<file path="config.mk">
export PLATFORM = sky130hd
export DESIGN_NAME = gpu_display_fetch_sched
export DESIGN_NICKNAME = d
export VERILOG_FILES = /design/src/rtl/gpu_display_fetch_sched.sv
export SDC_FILE = /design/constraint.sdc
export NUM_CORES = 1
export LEC_CHECK = 0
export ABC_AREA = 1
export BUFFER_PORTS_ARGS = -buffer_cell sky130_fd_sc_hd__buf_2
export CORE_ASPECT_RATIO = 1.5
export CORE_MARGIN = 3
export CORE_UTILIZATION = 37
export DETAILED_ROUTE_END_ITERATION = 8
export GPL_ROUTABILITY_DRIVEN = 0
export GPL_TIMING_DRIVEN = 0
export PLACE_DENSITY = 0.65
export SYNTH_ARGS = -nofsm -noshare
export SYNTH_HDL_FRONTEND = slang
export SYNTH_SLANG_ARGS = --single-unit
</file>
<file path="constraint.sdc">
create_clock -name i_gpuPixClk -period 2.6 [get_ports i_gpuPixClk]
set_input_delay 0.52 -clock i_gpuPixClk [delete_from_list [all_inputs] [get_ports i_gpuPixClk]]
set_output_delay 0.52 -clock i_gpuPixClk [all_outputs]
set_load 0.01 [all_outputs]
</file>
<file path="src/rtl/gpu_display_fetch_sched.sv">
// VRAM burst scheduler: display line fetch has priority over draw-engine bursts.
// Latency: grant registers into REQ next cycle; one burst per >=3 cycles (IDLE->REQ->WAIT).
// Backpressure: REQ holds until i_memAck, WAIT until i_memDone; display waits on i_fifoRoom.
module gpu_display_fetch_sched #(
  parameter int ADDR_W  = 17,
  parameter int BURST_W = 3
) (
  input  logic              i_gpuPixClk,
  input  logic              i_rst,
  input  logic              i_hbl,
  input  logic              i_vbl,
  input  logic [ADDR_W-1:0] i_dispBaseAddr,
  input  logic [ADDR_W-1:0] i_lineStride,
  input  logic [6:0]        i_burstsPerLine,
  input  logic              i_fifoRoom,
  input  logic              i_drawReq,
  input  logic [ADDR_W-1:0] i_drawAddr,
  input  logic              i_drawWrite,
  output logic              o_drawAck,
  output logic              o_memReq,
  output logic [ADDR_W-1:0] o_memAddr,
  output logic              o_memWrite,
  output logic              o_memToDisplay,
  input  logic              i_memAck,
  input  logic              i_memDone,
  input  logic              i_clrStatus,
  output logic              o_underflow
);

  localparam logic [ADDR_W-1:0] BURST_STEP = ADDR_W'(2 ** BURST_W);

  typedef enum logic [1:0] {
    S_IDLE = 2'd0,
    S_REQ  = 2'd1,
    S_WAIT = 2'd2
  } state_t;

  state_t            state_q, state_d;
  logic              hbl_prev_q, vbl_prev_q;
  logic [ADDR_W-1:0] line_addr_q, line_addr_d;
  logic [ADDR_W-1:0] fetch_addr_q, fetch_addr_d;
  logic [ADDR_W-1:0] mem_addr_q, mem_addr_d;
  logic [6:0]        pending_q, pending_d;
  logic              own_disp_q, own_disp_d;
  logic              mem_write_q, mem_write_d;
  logic              underflow_q, underflow_d;

  logic              hbl_rise, vbl_rise, hbl_fall, line_load;
  logic              burst_done, disp_done, draw_done;
  logic              grant_disp, busy;
  logic [6:0]        pending_eff;
  logic              pend_left;

  // Blanking edges relative to the previous cycle's sample.
  assign hbl_rise  = i_hbl & ~hbl_prev_q;
  assign vbl_rise  = i_vbl & ~vbl_prev_q;
  assign hbl_fall  = ~i_hbl & hbl_prev_q;
  // A line reload needs vertical blank low; this also lets vblRise win a tie.
  assign line_load = hbl_rise & ~i_vbl;

  // Completion is credited to whoever owned the burst when it was granted.
  assign burst_done = (state_q == S_WAIT) & i_memDone;
  assign disp_done  = burst_done & own_disp_q;
  assign draw_done  = burst_done & ~own_disp_q;

  // A burst finishing this very cycle no longer counts as outstanding work
  // when judging whether the line ran late.
  assign pending_eff = (disp_done && (pending_q != 7'd0)) ? (pending_q - 7'd1) : pending_q;
  assign pend_left   = (pending_eff != 7'd0);

  assign grant_disp = (pending_q != 7'd0) & i_fifoRoom;
  assign busy       = (state_q != S_IDLE);

  // Line/fetch address, burst count and sticky underflow next-state.
  always_comb begin
    line_addr_d  = line_addr_q;
    fetch_addr_d = fetch_addr_q;
    pending_d    = pending_q;
    underflow_d  = underflow_q;

    if (disp_done && (pending_q != 7'd0)) begin
      pending_d    = pending_q - 7'd1;
      fetch_addr_d = fetch_addr_q + BURST_STEP;
    end

    if (vbl_rise) begin
      line_addr_d = i_dispBaseAddr;
      pending_d   = 7'd0;
    end else if (line_load) begin
      // Any burst still in flight from the old line decrements this new count.
      pending_d    = i_burstsPerLine;
      fetch_addr_d = line_addr_q;
      line_addr_d  = line_addr_q + i_lineStride;
    end

    if (i_clrStatus) begin
      underflow_d = 1'b0;
    end
    if ((line_load || hbl_fall) && pend_left) begin
      underflow_d = 1'b1;
    end
  end

  // Arbiter FSM next-state: latch owner/address/direction on grant, then hold.
  always_comb begin
    state_d     = state_q;
    own_disp_d  = own_disp_q;
    mem_addr_d  = mem_addr_q;
    mem_write_d = mem_write_q;

    case (state_q)
      S_IDLE: begin
        if (grant_disp) begin
          own_disp_d  = 1'b1;
          mem_addr_d  = fetch_addr_q;
          mem_write_d = 1'b0;
          state_d     = S_REQ;
        end else if (i_drawReq) begin
          own_disp_d  = 1'b0;
          mem_addr_d  = i_drawAddr;
          mem_write_d = i_drawWrite;
          state_d     = S_REQ;
        end
      end
      S_REQ: begin
        if (i_memAck) begin
          state_d = S_WAIT;
        end
      end
      S_WAIT: begin
        if (i_memDone) begin
          state_d = S_IDLE;
        end
      end
      default: begin
        state_d = S_IDLE;
      end
    endcase
  end

  // Blanking history and display counters.
  always_ff @(posedge i_gpuPixClk or posedge i_rst) begin
    if (i_rst) begin
      hbl_prev_q   <= 1'b0;
      vbl_prev_q   <= 1'b0;
      line_addr_q  <= '0;
      fetch_addr_q <= '0;
      pending_q    <= 7'd0;
      underflow_q  <= 1'b0;
    end else begin
      hbl_prev_q   <= i_hbl;
      vbl_prev_q   <= i_vbl;
      line_addr_q  <= line_addr_d;
      fetch_addr_q <= fetch_addr_d;
      pending_q    <= pending_d;
      underflow_q  <= underflow_d;
    end
  end

  // Arbiter state and the latched burst descriptor; reset drops any burst in flight.
  always_ff @(posedge i_gpuPixClk or posedge i_rst) begin
    if (i_rst) begin
      state_q     <= S_IDLE;
      own_disp_q  <= 1'b0;
      mem_addr_q  <= '0;
      mem_write_q <= 1'b0;
    end else begin
      state_q     <= state_d;
      own_disp_q  <= own_disp_d;
      mem_addr_q  <= mem_addr_d;
      mem_write_q <= mem_write_d;
    end
  end

  // Direction/routing only mean something while a burst is outstanding.
  assign o_memReq       = (state_q == S_REQ);
  assign o_memAddr      = mem_addr_q;
  assign o_memWrite     = mem_write_q & busy;
  assign o_memToDisplay = own_disp_q & busy;
  // Same-cycle ack lets the draw engine drop its request before the FSM is back in IDLE.
  assign o_drawAck      = draw_done;
  assign o_underflow    = underflow_q;

endmodule

</file>
== Word level (Yosys, flattened, before mapping) ==
Index checks and enable logic that the tools add are counted.
Widths: inputs -> output; s select.

* Bits in registers: 65
* Bits of input ports: 68
* Logic and storage cells: 66

* Add/subtract/negate cells: 3
* Equal/unequal tests: 5
* Multiplexer cells: 21
* Bitwise operators: 15
* Reduce and logical (&&, ||, !) cells: 12

{| class="wikitable"
|+ Operator list
! cell !! number
|-
| $mux 17 || 7
|-
| $mux 7 || 3
|-
| $add 17x17->17 || 1
|-
| $add 17x4->17 const B || 1
|-
| $reduce_bool 7->1 || 2
|-
| $and 1x1->1 || 10
|-
| $mux 2 || 4
|-
| $reduce_bool 2->1 || 4
|-
| $sub 7x1->7 const B || 1
|-
| $mux 1 || 6
|-
| $pmux 2 s3 || 1
|-
| $not 1->1 || 5
|-
| $ne 3x3->1 const B || 1
|-
| $reduce_and 3->1 || 1
|-
| $eq 2x1->1 const B || 1
|-
| $eq 2x2->1 const B || 1
|-
| $logic_and 1x1->1 || 2
|-
| $logic_not 2->1 || 1
|-
| $ne 2x1->1 const B || 1
|-
| $ne 2x2->1 const B || 1
|-
| $reduce_and 2->1 || 1
|-
| $logic_or 1x1->1 || 1
|}

== Depth between registers and ports, before layout ==
Gate-level depths: netlist of run 1.

* Word-level depth: 8
* Depth in mapped cells: 13
* Depth with buffers taken out: 13

== Worst setup path after synthesis of run 1 ==
Ideal clock, no wire load.

* Path kind: input-to-reg
* From: input port i_lineStride[0]
* To: register line_addr_q[10]
* Data arrival time: 1.756 ns
* Required time: 2.484 ns
* Slack: 0.728 ns
* Stages: 12
* Path buffers: 0
* Path through: ha_1 fa_1 nand3_1 nand2_1 nand3_1 nand2_1 nand2_1 nand2_1 nand2_1 nand3_1 nand2_1 nand2_1

* Longest elaborated chain between the ends: 3

{| class="wikitable"
|+ Ends and longest elaborated chain
! item !! line !! RTL
|-
| start, declared || 13 || <nowiki>input logic [ADDR_W-1:0] i_lineStride,</nowiki>
|-
| $add 17x17->17 || 93 || <nowiki>line_addr_d = line_addr_q + i_lineStride;</nowiki>
|-
| $mux 17 || 89 || <nowiki>end else if (line_load) begin</nowiki>
|-
| $mux 17 || 86 || <nowiki>if (vbl_rise) begin</nowiki>
|-
| end signal, assigned || 153 || <nowiki>line_addr_q <= line_addr_d;</nowiki>
|-
| end, declared || 40 || <nowiki>logic [ADDR_W-1:0] line_addr_q, line_addr_d;</nowiki>
|}

Every way passes these cells. The select of a mux whose other input is x is not followed.
A chain may end at the register's enable or synchronous reset.

== Worst setup path after layout of run 1 ==
* From: register line_addr_q[0]
* To: register line_addr_q[10]

* Longest elaborated chain between the ends: 3

{| class="wikitable"
|+ Ends and longest elaborated chain
! item !! line
|-
| $add 17x17->17 || 93
|-
| $mux 17 || 89
|-
| $mux 17 || 86
|}

Every way passes these cells. The select of a mux whose other input is x is not followed.

==> results.tsv, run 1 <==
stage	metric	value	unit
flow_run	drv_cap	0	
critical_path	timing.rr.start	line_addr_q[0]	
cells_and_area	final_common_cell	nand2_1	
global_route	met2_usage	34.5	%
power_and_ir_drop	cellPowerDensity	996	nW/um^2
placement	dpl_worst_slack	389	ps
cts	root_buffer	clkbuf_16	
logic_synthesis	seq_area_frac_synth	37.9	%
logic_synthesis	yosys-top-cells-area	dfrtp_1 38%, nand2_1 16%, nand3_1 7.2%	
floorplanning	die_w	93.9	um
global_route	grt_pass1_vias	4212	
cts	clock_sinks	65	
power_and_ir_drop	total_power	5.18	mW
sta	clock_skew	6.21	ps
placement	placed_area	4930	sq um
floorplanning	core_area	11200	sq um
cells_and_area	multi_input_area	2340	sq um
logic_synthesis	avgSynthCellArea	7.05	sq um
global_route	grt_pass1_wl	19100	um
global_route	met1_usage	20.5	%
floorplanning	dieArea	12900	sq um
logic_synthesis	yosysUniqueCellTypes	34	
sta	setup_viol	0	
logic_synthesis	syn_inst	608	
cts	clkLatencyLatePin	330	ps
cells_and_area	fin_cells	859	
cells_and_area	nets	796	
floorplanning	dieHeight	138	um
placement	dp_hpwl	9560	um
sta	tightest_slew	596	ps
cells_and_area	antennaDiodeCount	0	
cts	clockBufferDepth	2	
cts	postCtsSetupBuffers	0	
cts	cts_tree	built	
floorplanning	ios	90	
critical_path	reg2reg_slack	590	ps
global_route	antenna_found_initial	0	
critical_path	start_kind	flip-flop	
cells_and_area	syn_to_final_growth	21.2	%
cells_and_area	finalInstanceArea	5190	sq um
logic_synthesis	synth_area	4290	sq um
route	viasPerCell	4.98	
logic_synthesis	synth_nets	696	
sta	hold_violations	0	
placement	dp_cells	844	
logic_synthesis	yosysTopAreaCell	dfrtp_1	
sta	rsz0062_at_grt	false	
critical_path	worstPathArrival	2220	ps
critical_path	required	2820	ps
sta	min_period_over_period	77.1	%
status	status	complete, no violations	
global_route	grt_busiest_layer	met2	
floorplanning	num_rows	47	
sta	relSlewSlack	60.2	%
power_and_ir_drop	vdd_drop_max	0.000391	V
route	ant_nets	0	
cells_and_area	mostFrequentLayoutCells	187 x nand2_1, 95 x buf_2, 73 x nor2_1	
route	drt_wl_total	11700	um
global_route	grt_usage	18.7	%
global_route	use_met3	3.44	%
cts	clk_pin_slew	50	ps
logic_synthesis	ys_ff_latch	65	
sta	drv_slew	0	
cells_and_area	drive_gt1_share	17.8	%
route	drt_iter0_drc	157	
route	vias	4274	
cts	cts_resized	0	
cts	cts_max_level	3	
cts	cts_hold_buffers	0	
cts	cts_buffers	9	
sta	fin_tns_setup	0	ps
sta	fmax	499	MHz
placement	port_buffers	88	
floorplanning	initial_core_util	38.4	%
sta	layout_setup_ws	594	ps
cells_and_area	n_fill_cell	1187	
critical_path	reg2regPathDepth	12	
critical_path	critPathMaxFanout	3	
critical_path	r2r-end	line_addr_q[10]	
sta	period_needed	2010	ps
logic_synthesis	yosys_warnings	0	
route	drt-wirelength-per-cell	13.6	um
global_route	grt_overflow	0	
power_and_ir_drop	p_leak	2.70	nW
cells_and_area	regArea	1630	sq um
min_path	min_path_type	in2async	
logic_synthesis	yosysTopAreaCellShare	37.9	%
route	drc	0	
global_route	grt_max_degree	40	
critical_path	critPathKind	reg2reg	
critical_path	end_kind	flip-flop	
route	drt_first_pass_iters	4	
-- how the worst max path moves through the flow --
stage | end | slack [ps] | depth (start not counted) | startpoint
global placement | line_addr_q[14] | -350 | 2 | i_rst
floorplan | fetch_addr_q[0] | 450 | 1 | i_rst
detailed placement | line_addr_q[10] | 390 | 13 | i_lineStride[0]
global route | o_memAddr[11] | 350 | 12 | pending_q[0]
finish | line_addr_q[10] | 590 | 12 | line_addr_q[0]
CTS | o_memAddr[7] | 570 | 10 | pending_q[0]
-- worst max-delay path, cell delays in order (launching register included) --
cell,delay (ps)
dfrtp_1,380
ha_1,220
fa_1,410
nand3_1,100
nand2_1,100
nand3_1,90
nand2_1,130
nand2_1,110
nand2_1,50
nand2_1,70
nand3_1,80
nand2_1,90
nand2_1,40
-- synth_stat cells --
library cell,count
o21ai_1,6
nand3_1,62
nand2_2,1
nor3_1,8
a21o_1,1
nand3_2,2
ha_1,19
nor3_4,1
o21ai_0,10
buf_1,1
o211ai_1,2
a22o_1,10
fa_1,1
clkbuf_1,9
inv_1,55
nor2_4,1
nand2_1,187
inv_2,5
o21a_1,1
xor2_1,8
o31ai_1,1
buf_4,1
a21oi_1,26
a31oi_1,22
buf_6,1
dfrtp_1,65
nor2_1,73
o21bai_1,6
nand3b_1,2
xnor2_1,4
buf_2,7
nand2_4,1
nor2_2,4
nand4_1,5
-- state kept, by name, summed over array words and instances, names as in the netlist --
signal and cells:
o_underflow 1, mem_write_q 1, line_addr_q 17, state_q 2
pending_q 7, fetch_addr_q 17, hbl_prev_q 1, o_memAddr 17
own_disp_q 1, vbl_prev_q 1
-- metal layers --
metal  wire length (um)  vias to the layer above
met3                541                       27
met5                  0                        -
met2               6120                      108
met4                327                        0
met1               4710                     1947
li1                   -                     2192
-- stage by stage --
step | util [%] | hold slack (ps)
final | 46.5 | 260
after global routing | 46.5 | 322
after CTS | 46.5 | 276
after detailed placement | 44.1 | 469
after global placement | 44.0 | 462
after floorplan | - | 450
-- cell families (layout without fill, tap and decap cells) --
kind of cell               Yosys count  count (layout)  share of synthesized area (%)
buffers and inverters               79             183                           7.38
and+or+nand+nor                    347             347                           34.1
DFF                                 65              65                           37.9
adders and majority gates           20              20                           6.01
xor gates and xnor gates            12              12                           2.45
AOI/OAI and AO/OA                   85              85                           12.1
-- cell type report --
class	instances	share of cell area, %
inverters	60	4.34
plain buffers	19	1.76
multi-input cells	464	45.1
flip-flops and latches	65	31.3
clock inverters	3	0.337
well taps	147	3.54
clock buffers	12	4.74
repair buffers	89	8.86
-- where the power goes --
part           internal, mW  switching, mW  leakage, nW
logic                 0.912           1.46         1.80
registers              1.40          0.341        0.774
clock network         0.661          0.406        0.128
Power figures use the tool's default switching activity.
==> inputs of run 2 (changes only) <==
Settings changed: PLACE_DENSITY 0.65 to 0.67.
Clock period 2.6 ns to 1.75 ns, I/O delays scaled along.
==> results.tsv, run 2 (same netlist as run 1, synthesis figures left out) <==
stage	metric	value	unit
sta	holdWs	70.1	ps
cts	root_buffer	clkbuf_16	
cts	clkLatencyLatePin	320	ps
sta	fmax	562	MHz
cells_and_area	nets	818	
critical_path	cp_slowest_cell	dfrtp_1	
sta	layout_setup_ws	-30.8	ps
floorplanning	core_area	11200	sq um
sta	tightest_slew	532	ps
floorplanning	ios	90	
route	drt-wirelength-per-cell	14.1	um
cts	clk_pin_slew	50	ps
route	drt_wl_total	12400	um
critical_path	start_kind	flip-flop	
cts	clockBufferDepth	2	
route	drt_first_pass_iters	5	
critical_path	critPathKind	reg2reg	
sta	clock_skew	7.78	ps
floorplanning	dieArea	12900	sq um
cells_and_area	syn_to_final_growth	36.0	%
cells_and_area	drive_gt1_share	30.6	%
critical_path	crit_buf_inv	1	
route	viasPerCell	5.09	
flow_run	drv_cap	0	
cells_and_area	final_util	52.2	%
floorplanning	num_rows	47	
power_and_ir_drop	p_leak	2.85	nW
sta	hold_violations	0	
global_route	grt_max_degree	43	
critical_path	end_kind	flip-flop	
critical_path	cp_common_cell	nand2_2	
cells_and_area	antennaDiodeCount	0	
status	status	finished, violations left	
critical_path	cp.depth	10	
critical_path	critical-path-top-delay-family	adder cells	
sta	setup_viol	5	
critical_path	max_stage_delay	400	ps
route	drt_iter0_drc	238	
cts	cts_buffers	9	
sta	drv_slew	0	
cts	cts_tree	built	
cells_and_area	mostFrequentLayoutCells	162 x nand2_1, 90 x buf_2, 64 x dfrtp_1	
global_route	grt_overflow	0	
placement	port_buffers	88	
critical_path	critPathMaxFanout	3	
sta	relSlewSlack	64.5	%
power_and_ir_drop	vdd_drop_max	0.000770	V
floorplanning	dieHeight	138	um
route	vias	4489	
global_route	antenna_found_initial	0	
min_path	min_path_type	in2async	
floorplanning	initial_core_util	38.4	%
global_route	grt_pass1_wl	19500	um
critical_path	reg2regPathDepth	10	
sta	period_needed	1780	ps
sta	rsz0062_at_grt	true	
floorplanning	die_w	93.9	um
critical_path	required	2000	ps
route	ant_nets	0	
status	violations	setup timing	
cts	cts_max_level	3	
global_route	grt_pass1_vias	4260	
sta	min_period_over_period	102	%
cells_and_area	final_common_cell	nand2_1	
placement	dp_hpwl	9500	um
cts	clock_sinks	65	
route	drc	0	
critical_path	worstPathArrival	2030	ps
global_route	grt_usage	19.0	%
power_and_ir_drop	cellPowerDensity	1470	nW/um^2
critical_path	crit_chain	ha_4, fa_2, nand3_2, nand2_2, nand2_2, nand2_4, buf_6, xor2_1, nand2_1, a21oi_2	
-- run 2: stage by stage --
| step | setup TNS, ps | power (mW) | cells | instance area [sq um] | worst slack (ps) |
|---|---|---|---|---|---|
| global placement | -5500 | 6.00 | 843 | 4910 | -265 |
| CTS | -11.0 | 7.89 | 866 | 5350 | -11.0 |
| global route | -1060 | 9.26 | 882 | 5830 | -109 |
| detailed placement | -7260 | 6.12 | 844 | 4930 | -268 |
| floorplan | 0 | 5.07 | 608 | 4290 | 44.3 |
| finish | -76.2 | 8.57 | 882 | 5830 | -30.8 |
-- run 2: metal layers --
| metal | GRT usage (%) | wire length [um] | share of wire [%] | up-vias |
|---|---|---|---|---|
| li1 | - | - | - | 2234 |
| met1 | 21.5 | 4870 | 39 | 2078 |
| met2 | 34.2 | 6620 | 53 | 154 |
| met3 | 2.79 | 586 | 4.7 | 23 |
| met4 | 9.64 | 357 | 2.9 | 0 |
| met5 | 0 | 0 | 0 | - |
-- run 2: final timing paths --
kind	from	slack [ps]	to
min	i_rst	70	fetch_addr_q[7]
max reg2reg	line_addr_q[0]	-30	line_addr_q[8]
min reg2reg	o_underflow	470	o_underflow
min in group i_gpuPixClk	i_vbl	160	vbl_prev_q
max	line_addr_q[0]	-30	line_addr_q[8]
max in group asynchronous	i_rst	1100	line_addr_q[4]
-- run 2: worst reg2reg max path: cells and delay by family (launching register included) --
family / cells / cell delay (ps)
xor+xnor: 1 / 130
flops: 1 / 400
simple gates: 5 / 400
buf+inv: 1 / 120
compound gates: 1 / 150
fa+ha+maj: 2 / 530
-- run 2: cell type report --
cell class                 instances  area (sq um)
inverter                          60           231
buffer                            17           100
clock inverter                     3          17.5
timing repair buffer             113           667
multi-input combinational        464          2760
sequential                        65          1630
clock buffer                      13           240
fill                            1118          5340
tap                              147           184
-- run 2: what timing repair did --
action	4_1_cts	5_1_grt
setup buffers	6	18
resized for setup	28	87
hold buffers	0	0
pin swaps	2	35
setup endpoints to repair	41	51
-- run 2: power breakdown --
part	internal, mW	total, mW	switching (mW)
sequential	2.08	2.67	0.587
combinational	1.87	4.36	2.49
clock	0.953	1.54	0.590
total	4.91	8.57	3.67
